### src/rtl/cv32e40p_apu_arbiter.sv
// Shares one APU between NUM_CORES cores: round-robin request arbitration with lock-until-grant,
// plus an in-order ID FIFO that steers each APU response back to the core that issued it.
module cv32e40p_apu_arbiter #(
    parameter int NUM_CORES        = 2,
    parameter int MAX_OUTSTANDING  = 4,
    parameter int DATA_W           = 32,
    parameter int APU_NARGS_CPU    = 3,
    parameter int APU_WOP_CPU      = 6,
    parameter int APU_NDSFLAGS_CPU = 15,
    parameter int APU_NUSFLAGS_CPU = 5
) (
    input  logic                                       clk_i,
    input  logic                                       rst_i,
    input  logic [NUM_CORES-1:0]                       core_req_i,
    output logic [NUM_CORES-1:0]                       core_gnt_o,
    input  logic [NUM_CORES*APU_NARGS_CPU*DATA_W-1:0]  core_operands_i,
    input  logic [NUM_CORES*APU_WOP_CPU-1:0]           core_op_i,
    input  logic [NUM_CORES*APU_NDSFLAGS_CPU-1:0]      core_flags_i,
    output logic [NUM_CORES-1:0]                       core_rvalid_o,
    output logic [DATA_W-1:0]                          core_result_o,
    output logic [APU_NUSFLAGS_CPU-1:0]                core_flags_o,
    output logic                                       apu_req_o,
    input  logic                                       apu_gnt_i,
    output logic [APU_NARGS_CPU*DATA_W-1:0]            apu_operands_o,
    output logic [APU_WOP_CPU-1:0]                     apu_op_o,
    output logic [APU_NDSFLAGS_CPU-1:0]                apu_flags_o,
    input  logic                                       apu_rvalid_i,
    input  logic [DATA_W-1:0]                          apu_result_i,
    input  logic [APU_NUSFLAGS_CPU-1:0]                apu_flags_i,
    output logic                                       busy_o,
    output logic                                       err_o
);

    localparam int IDX_W = $clog2(NUM_CORES);
    localparam int PTR_W = $clog2(MAX_OUTSTANDING);
    localparam int OPS_W = APU_NARGS_CPU * DATA_W;

    logic [IDX_W-1:0] rr_ptr;
    logic [IDX_W-1:0] locked_idx;
    logic             lock;
    logic [IDX_W-1:0] sel;
    logic [IDX_W-1:0] sel_next;
    int               scan_idx;

    logic [IDX_W-1:0] id_fifo [MAX_OUTSTANDING];
    logic [PTR_W-1:0] wr_ptr;
    logic [PTR_W-1:0] rd_ptr;
    logic [PTR_W:0]   count;
    logic             full;
    logic             empty;
    logic             handshake;
    logic             pop;
    logic [IDX_W-1:0] head;
    logic             err_q;

    // Scan from the highest offset down so the lowest offset past rr_ptr wins.
    always_comb begin
        sel      = rr_ptr;
        scan_idx = 0;
        if (lock) begin
            sel = locked_idx;
        end else begin
            for (int k = NUM_CORES - 1; k >= 0; k--) begin
                scan_idx = (int'(rr_ptr) + k) % NUM_CORES;
                if (core_req_i[scan_idx]) sel = IDX_W'(scan_idx);
            end
        end
    end

    assign sel_next  = (sel == IDX_W'(NUM_CORES - 1)) ? '0 : sel + 1'b1;

    assign full      = (count == (PTR_W+1)'(MAX_OUTSTANDING));
    assign empty     = (count == '0);
    assign apu_req_o = (|core_req_i) & ~full;
    assign handshake = apu_req_o & apu_gnt_i;
    assign pop       = apu_rvalid_i & ~empty;
    assign head      = id_fifo[rd_ptr];

    assign apu_operands_o = core_operands_i[sel*OPS_W +: OPS_W];
    assign apu_op_o       = core_op_i[sel*APU_WOP_CPU +: APU_WOP_CPU];
    assign apu_flags_o    = core_flags_i[sel*APU_NDSFLAGS_CPU +: APU_NDSFLAGS_CPU];

    always_comb begin
        core_gnt_o    = '0;
        core_rvalid_o = '0;
        if (handshake) core_gnt_o[sel] = 1'b1;
        if (pop)       core_rvalid_o[head] = 1'b1;
    end

    assign core_result_o = apu_result_i;
    assign core_flags_o  = apu_flags_i;
    assign busy_o        = ~empty;
    assign err_o         = err_q;

    // ID storage is data only; validity is tracked by count and the pointers.
    always_ff @(posedge clk_i) begin
        if (handshake) id_fifo[wr_ptr] <= sel;
    end

    always_ff @(posedge clk_i) begin
        if (rst_i) begin
            rr_ptr     <= '0;
            lock       <= 1'b0;
            locked_idx <= '0;
            wr_ptr     <= '0;
            rd_ptr     <= '0;
            count      <= '0;
            err_q      <= 1'b0;
        end else begin
            if (handshake) begin
                rr_ptr <= sel_next;
                lock   <= 1'b0;
                wr_ptr <= wr_ptr + 1'b1;
            end else if (apu_req_o) begin
                lock       <= 1'b1;
                locked_idx <= sel;
            end
            if (pop) rd_ptr <= rd_ptr + 1'b1;
            case ({handshake, pop})
                2'b10:   count <= count + 1'b1;
                2'b01:   count <= count - 1'b1;
                default: count <= count;
            endcase
            if (apu_rvalid_i && empty) err_q <= 1'b1;
        end
    end

endmodule

### config.mk
export PLATFORM = sky130hd
export DESIGN_NAME = cv32e40p_apu_arbiter
export DESIGN_NICKNAME = d
export VERILOG_FILES = /design/src/rtl/cv32e40p_apu_arbiter.sv
export SDC_FILE = /design/constraint.sdc
export NUM_CORES = 1
export LEC_CHECK = 0
export ABC_AREA = 1
export BUFFER_PORTS_ARGS = -buffer_cell sky130_fd_sc_hd__buf_4
export CORE_AREA = 4 4 166 168
export CTS_CLUSTER_SIZE = 30
export DETAILED_ROUTE_END_ITERATION = 10
export DIE_AREA = 0 0 170 172
export PLACE_DENSITY = 0.43
export SYNTH_ARGS = -nofsm -noshare
export SYNTH_HDL_FRONTEND = slang
export SYNTH_SLANG_ARGS = --single-unit
### constraint.sdc
create_clock -name clk_i -period 2.4 [get_ports clk_i]
set_input_delay 0.36 -clock clk_i [delete_from_list [all_inputs] [get_ports clk_i]]
set_output_delay 0.36 -clock clk_i [all_outputs]
set_load 0.02 [all_outputs]
==> metrics, run 1 <==
I/O pins=around 440; initial antenna violation count=0; Tcrit/Tclk final=90.0%; Rows=between 50 and 60; htree depth=1; Via density=roughly 3.7; Area after DPL=between 0.005 and 0.006 mm^2; post-synthesis register bit count=17; Pwr Total=roughly 3200 uW; global route total overflow=0; Final TNS setup=0 ns; Nets=around 1.1k; Slew Limit Fails=0; largest net degree at the start of global routing=71; max cap viols=0; Worst-Margin Slew=about 0.54 ns; Avg Cell Area, Syn=around 5.2 um^2; GRT Resource Usage Total=between 9 and 10%; Worst slew margin=64.2%; Final ANT Viol Nets=0; critical path capture point type=output port; TritonCTS clock tree=built; wire per inst=~14 um; clk_skew=between 0.003 and 0.004 ns; RSZ-0062 raised after global routing=false; layout cells sized above 1=between 40 and 50%; # diodes=0; width of the chip=about 170 um; final hold vios=0; first-pass GRT wire length=between 20,000 and 25,000 um; DP Wirelength=~14,000 um; Post-CTS Setup Inserts=0; post-synthesis sequential area ratio=a little over an eighth; IO buf count=roughly 360; Post-Syn Area=around 0.0028 mm^2; routed vias=around 4.4k; Die Height=~170 um; area grow syn2layout=101%; Period minus WS final=2.16 ns; CTS root buf=clkbuf_16; routability congestion estimate=approximately 0.74; Initial Util=a little over a tenth; CP max FO=just under 50; most frequent cells in the layout=367 x buf_4, 258 x nand2_1, 122 x nand3_1, 24 x inv_1, 21 x nor2_1; critical path class=register to output port; status=finished clean; PD cells=around 560 mW/mm^2; Final Cell Area=0.00568 mm^2; Worst-Skew Late Latency=between 0.2 and 0.3 ns; clk sinks=17; tightest hold margin=between 0.3 and 0.4 ns; CP required=around 2 ns; CORE AREA=0.0259 mm^2; commonest non-fill, non-tap cell in the layout=buf_4; final-layout fill cell count=about 3k; syn_nets=approximately 830; WP data arrival=around 1.8 ns; setup slack, reg-to-reg=~0.52 ns; iteration-0 DRC count of the detailed router=183; post-layout util=approximately 22%; fmax=about 460 MHz; WL final=16,800 um; P_leak=approximately 0.0033 uW; Synthesis Warnings=0; final setup violating endpoints=0; Worst Hold Class=primary input to register; Post-CTS Hold Buffers=0; Clock Path Buffers=2; # resized after CTS=0; worst vdd ir=between 0.2 and 0.3 mV; Yosys cell types=18; clock slew at reported path FFs=approximately 0.050 ns; Post-Synthesis Cells=~540; vias in the first global route=4,194; DRC=0; CP Launch Type=register; DRT Pass-1 Iters=4; die area=just under 0.03 mm^2; Num CTS Buffers=3
[Yosys cell counts]
library cell / count / share of area [%]
nand3_1: 122 / 22
clkbuf_1: 5 / 0.67
a21oi_1: 7 / 1.2
fa_1: 1 / 0.71
buf_2: 16 / 2.8
o21ai_0: 4 / 0.71
nor2_1: 21 / 2.8
buf_6: 3 / 1.2
buf_4: 49 / 13
dfxtp_1: 13 / 9.2
edfxtp_1: 4 / 4.3
nand4_1: 2 / 0.44
nand2_1: 261 / 35
inv_1: 24 / 3.2
ha_1: 5 / 2.2
buf_1: 4 / 0.53
o211ai_1: 1 / 0.27
a21oi_2: 1 / 0.31
[power breakdown]
part           switching (uW)  internal (uW)
registers                39.8            358
logic                    1400           1040
clock network             113            226
[final timing paths]
check,to,from,cells after the start
worst max-delay path,apu_operands_o[53],rr_ptr,8
worst min-delay path,err_o,rst_i,2
worst max register to register,count[2],count[0],12
worst min register to register,count[0],count[0],1
[through the flow]
stage | worst slack [ns] | instances
after detailed placement | 0.337 | 1173
after global placement | 0.337 | 1173
after floorplan | 0.542 | 543
after global routing | 0.120 | 1177
final | 0.240 | 1177
after CTS | 0.212 | 1177
[cell families after synthesis]
kind of cell	count (synthesis)	synth area share (%)
simple gates	406	59.6
buf+inv	101	21.5
flops	17	13.5
compound gates	13	2.53
fa+ha+maj	6	2.93
[routing by layer]
| metal | track usage, % | vias to the layer above | share of wire [%] |
|---|---|---|---|
| li1 | - | 2272 | - |
| met1 | 12.1 | 1885 | 38 |
| met2 | 18.1 | 226 | 52 |
| met3 | 2.35 | 12 | 9.6 |
| met4 | 1.28 | 0 | 0.91 |
| met5 | 0 | - | 0 |
[final cells by class]
cell class                 count  area, um^2  share of cell area, %
tap                          335         419                   7.38
inverter                      24        90.1                   1.59
clock buffer                   4        78.8                   1.39
timing repair buffer         372        2860                   50.3
multi-input combinational    425        1860                   32.7
sequential                    17         380                   6.69
[worst max-delay path, stage by stage (launching register included)]
cell	delay [ns]
dfxtp_1	0.33
inv_1	0.06
a21oi_2	0.16
nand2_4	0.10
nand2_4	0.23
buf_12	0.26
nand2_1	0.08
nand2_1	0.14
buf_4	0.17
No activity file was read; power rests on OpenSTA's default activity.
==> run 2, diff against run 1 <==
- CAP_MARGIN: not set -> 15
- PLACE_DENSITY: 0.43 -> 0.39
==> run 2 against run 1 <==
Effect of this change: final cell count hardly changed; non-clock buffer count fell by 1; sequential power about the same; utilization about the same; sequential share of layout area barely moved; maximum frequency increased by 6.6%; power fell by 0.32%; clock power hardly changed; critical path depth did not move; flip-flop and latch count unchanged; global-route usage rose by 0.24 points; hold slack got worse by 0.0025 ns; critical path type unchanged; largest cell class unchanged.
==> metrics, run 2 (synthesized netlist as in run 1, its figures left out) <==
wire per inst=14.6 um (+2.1%); post-layout util=22.0% (+0.024 points); Via density=3.78 (+1.2%); commonest non-fill, non-tap cell in the layout=buf_4; Worst slew margin=78.3% (+14 points); routed vias=4,445 (+1.1%); clk_skew=0.00134 ns (-0.00200 ns); Post-CTS Setup Inserts=0 (unchanged); layout cells sized above 1=45.1% (+0.054 points); PD cells=558 mW/mm^2 (-0.43%); CTS root buf=clkbuf_16; routability congestion estimate=0.733 (-0.75%); tightest hold margin=0.302 ns (-0.00248 ns); iteration-0 DRC count of the detailed router=188 (+2.7%); slack of the critical path=0.374 ns (+0.134 ns); Die Height=172 um (unchanged); htree depth=1 (unchanged); Nets=1,125 (-0.089%); Final TNS setup=0 ns (unchanged); GRT Resource Usage Total=10.1% (+0.24 points); status=finished clean; Worst-Skew Late Latency=0.25 ns (about the same); IO buf count=363 (unchanged); Tcrit/Tclk final=84.4% (-5.6 points); Slew Limit Fails=0 (unchanged); largest net degree at the start of global routing=65 (-8.5%); CP Launch Type=register; Worst Hold Class=primary input to register; I/O pins=438 (unchanged); # diodes=0 (unchanged); Rows=59 (unchanged); clk sinks=17 (unchanged); Num CTS Buffers=3 (unchanged); final-layout fill cell count=2,999 (+0.37%); worst vdd ir=0.237 mV (-14%); die area=0.0292 mm^2 (unchanged); initial antenna violation count=0 (unchanged); RSZ-0062 raised after global routing=false; WP data arrival=1.67 ns (-0.13 ns); Period minus WS final=2.03 ns (-0.134 ns); placed cells=1,172 (-0.085%); DP Wirelength=14,000 um (+1.4%); vias in the first global route=4,418 (+5.3%); Post-Place Setup Slack=0.510 ns (+0.173 ns); final hold vios=0 (unchanged); first-pass GRT wire length=24,000 um (+3.2%); WL final=17,100 um (+2.0%); DRC=0 (unchanged); global route total overflow=0 (unchanged); final setup violating endpoints=0 (unchanged); Worst-Margin Slew=0.326 ns (-0.212 ns); P_leak=0.00329 uW (about the same); Initial Util=10.9% (unchanged); max cap viols=0 (unchanged); critical path class=register to output port; Post-CTS Hold Buffers=0 (unchanged); CP required=2.04 ns (about the same); DRT Pass-1 Iters=4 (unchanged); fmax=494 MHz (+6.6%); Final ANT Viol Nets=0 (unchanged); clock slew at reported path FFs=0.05 ns (about the same); Post-Layout Cell Count=1,176 (-0.085%); critical path capture point type=output port; TritonCTS clock tree=built; Clock Path Buffers=2 (unchanged); CORE AREA=0.0259 mm^2 (unchanged); area grow syn2layout=102%; # resized after CTS=0 (unchanged); CP max FO=59 (+20%); most frequent cells in the layout=365 x buf_4, 258 x nand2_1, 122 x nand3_1, 24 x inv_1, 21 x nor2_1; width of the chip=170 um (unchanged)
-- run 2: metal layers --
layer  part of all wire (%)  global-route usage (%)  up-vias
met3                     11                    3.09       22
li1                       -                       -     2271
met4                    1.4                    1.70        0
met2                     49                    18.2      240
met5                      0                       0        -
met1                     39                    12.1     1912
-- run 2: where the power goes --
group	switching, uW	internal [uW]
logic	1390	1040
clock network	114	223
registers	41.0	358
-- run 2: final cells by class --
class,count,area [um^2],share of cell area [%]
clock buffers,3,75.1,1.32
clock inverters,1,5.00,0.0880
inverters,24,90.1,1.58
multi-input cells,425,1860,32.7
flip-flops and latches,17,380,6.69
well taps,335,419,7.37
repair buffers,371,2860,50.3
-- run 2: stage by stage --
stage          power [uW]  area [um^2]
4_1_cts              3240         5690
3_3_place_gp         2900         5610
3_5_place_dp         2890         5610
6_report             3170         5690
5_1_grt              3440         5690
2_1_floorplan        1810         2820
-- run 2: worst paths after layout --
path / from / endpoint / slack (ns) / cells after the start
worst min register to register: count[0] / count[0] / 0.45 / 1
worst min-delay path: rst_i / err_o / 0.30 / 2
worst max register to register: count[1] / count[2] / 0.52 / 13
worst max-delay path: rr_ptr / apu_flags_o[5] / 0.37 / 8
-- run 2: critical path, stage by stage (launching register included) --
cell	delay [ns]
dfxtp_1	0.32
inv_1	0.06
a21oi_2	0.16
nand2_4	0.10
nand2_4	0.10
buf_12	0.23
nand2_1	0.10
nand2_1	0.12
buf_4	0.16
==> run 3, diff against run 2 <==
- clock period: 2.4 -> 2.12 ns (I/O delays scaled with it)
==> run 3 against run 2 <==
Effect of this change: largest power group unchanged; via count fell by 0.27%; largest cell class unchanged; clock skew rose by 0.0010 ns; highest routed layer unchanged; power rose by 14%; worst setup slack got worse by 0.27 ns; final cell count barely moved.
==> metrics, run 3 (synthesized netlist as in run 1, its figures left out) <==
status=finished clean; DRC=0 (unchanged); Worst-Margin Slew=0.367 ns (+0.0418 ns); vias in the first global route=4,299 (-2.7%); Rows=59 (unchanged); GR Util met1=12.0% (-0.16 points); TritonCTS clock tree=built; critical path capture point type=output port; DP Wirelength=13,600 um (-2.5%); Crit-path slowest cell=dfxtp_1; final-layout fill cell count=2,985 (-0.47%); Clock Path Buffers=2 (unchanged); WP data arrival=1.70 ns (+0.03 ns); Num CTS Buffers=3 (unchanged); Die Height=172 um (unchanged); Initial Util=10.9% (unchanged); I/O pins=438 (unchanged); slack of the critical path=0.101 ns (-0.273 ns); launch point of the critical path=rr_ptr; Worst R2R Start=count[0]; Final TNS setup=0 ns (unchanged); Worst-Skew Late Latency=0.24 ns (about the same); iteration-0 DRC count of the detailed router=173 (-8.0%); IO buf count=363 (unchanged); layout cells sized above 1=45.1% (+0.065 points); CP Cell Sequence=inv_1 -> a21oi_2 -> nand2_4 -> nand2_8 -> buf_16 -> nand2_1 -> nand2_1 -> buf_4; FF/Latch Area=380 um^2 (unchanged); Nets=1,126 (+0.089%); initial antenna violation count=0 (unchanged); HP Start=rst_i; commonest non-fill, non-tap cell in the layout=buf_4; fmax=approximately 500 MHz; RSZ-0062 raised after global routing=false; Post-CTS Hold Buffers=0 (unchanged); global route total overflow=0 (unchanged); Multi-input gate area=0.00187 mm^2 (+0.47%); final setup violating endpoints=0 (unchanged); CORE AREA=0.0259 mm^2 (unchanged); met2 Use GR=17.6% (-0.55 points); WL final=16,700 um (-2.7%); routability congestion estimate=0.717 (-2.1%); max incr delay on CP=0.33 ns (about the same); worst vdd ir=0.258 mV (+8.6%); clk sinks=17 (unchanged); Top cell by count, worst path=nand2_1; Worst Path Buf+Inv=3 (unchanged); GRT met3 Usage=2.65% (-0.43 points); Post-Place Setup Slack=0.229 ns (-0.281 ns); Period minus WS final=about 2.0 ns; wire per inst=14.2 um (-2.8%); Via density=3.77 (-0.35%); most frequent cells in the layout=366 x buf_4, 258 x nand2_1, 122 x nand3_1, 24 x inv_1, 21 x nor2_1; CP required=1.80 ns (-0.24 ns); Final ANT Viol Nets=0 (unchanged); CTS root buf=clkbuf_16; P_leak=0.00330 uW (+0.31%); Tcrit/Tclk final=95.3%; DRT Pass-1 Iters=4 (unchanged); critical path class=register to output port; width of the chip=170 um (unchanged); CP max FO=59 (unchanged); htree depth=1 (unchanged); PD cells=633 mW/mm^2 (+13%); Crit path max-delay family=buffers and inverters; Slew Limit Fails=0 (unchanged); first-pass GRT wire length=23,200 um (-3.1%); # diodes=0 (unchanged); Worst slew margin=75.5% (-2.8 points); CP Launch Type=register; largest net degree at the start of global routing=71 (+9.2%); routed vias=4,433 (-0.27%); clk_skew=0.00235 ns (+0.00101 ns); GRT Resource Usage Total=9.78% (-0.34 points); area grow syn2layout=102%; clock slew at reported path FFs=0.05 ns (about the same); GRT busiest layer=met2; die area=0.0292 mm^2 (unchanged); max cap viols=0 (unchanged); Worst Hold Class=primary input to register; final hold vios=0 (unchanged)
run 3: changes by cell type in the layout (fill, tap and decap cells not counted):
cell and delta:
buf_16 +1, nand2_8 +1, buf_12 -1, nand2_4 -1
buf_4 +1
run 3: worst paths after layout:
check	cells after the start	endpoint	slack, ns
max	8	apu_operands_o[53]	0.10
max reg2reg	13	count[2]	0.24
min	2	err_o	0.27
min reg2reg	2	err_o	0.45
run 3: layout make-up:
| cell class | count | area share [%] |
|---|---|---|
| repair buffers | 372 | 50.3 |
| inverters | 24 | 1.58 |
| clock inverters | 1 | 0.0876 |
| multi-input cells | 425 | 32.7 |
| well taps | 335 | 7.34 |
| flip-flops and latches | 17 | 6.66 |
| clock buffers | 3 | 1.31 |
run 3: metal layers:
layer / vias up / routed length, um
met5: - / 0
met4: 0 / 194
met3: 22 / 1740
met2: 225 / 8420
met1: 1909 / 6300
li1: 2277 / -
run 3: stage by stage:
step / power [uW] / instances / cell area [um^2] / hold WS, ns / util [%]
after global placement: 3300 / 1173 / 5620 / 0.437 / 21.7
after detailed placement: 3280 / 1173 / 5620 / 0.442 / 21.7
after CTS: 3670 / 1177 / 5700 / 0.270 / 22.0
final: 3610 / 1177 / 5710 / 0.274 / 22.0
after floorplan: 2050 / 543 / 2820 / 0.387 / -
after global routing: 3920 / 1177 / 5710 / 0.278 / 22.0
run 3: repair_timing:
action | CTS | global route
resized for setup | 0 | 2
endpoints found under the setup margin | 0 | 11
endpoints found under the hold margin | 0 | 0
setup buffers | 0 | 0
run 3: where the power goes:
group	total (uW)	switching [uW]	internal, uW
clock network	374	122	252
logic	2790	1590	1200
registers	449	43.2	406
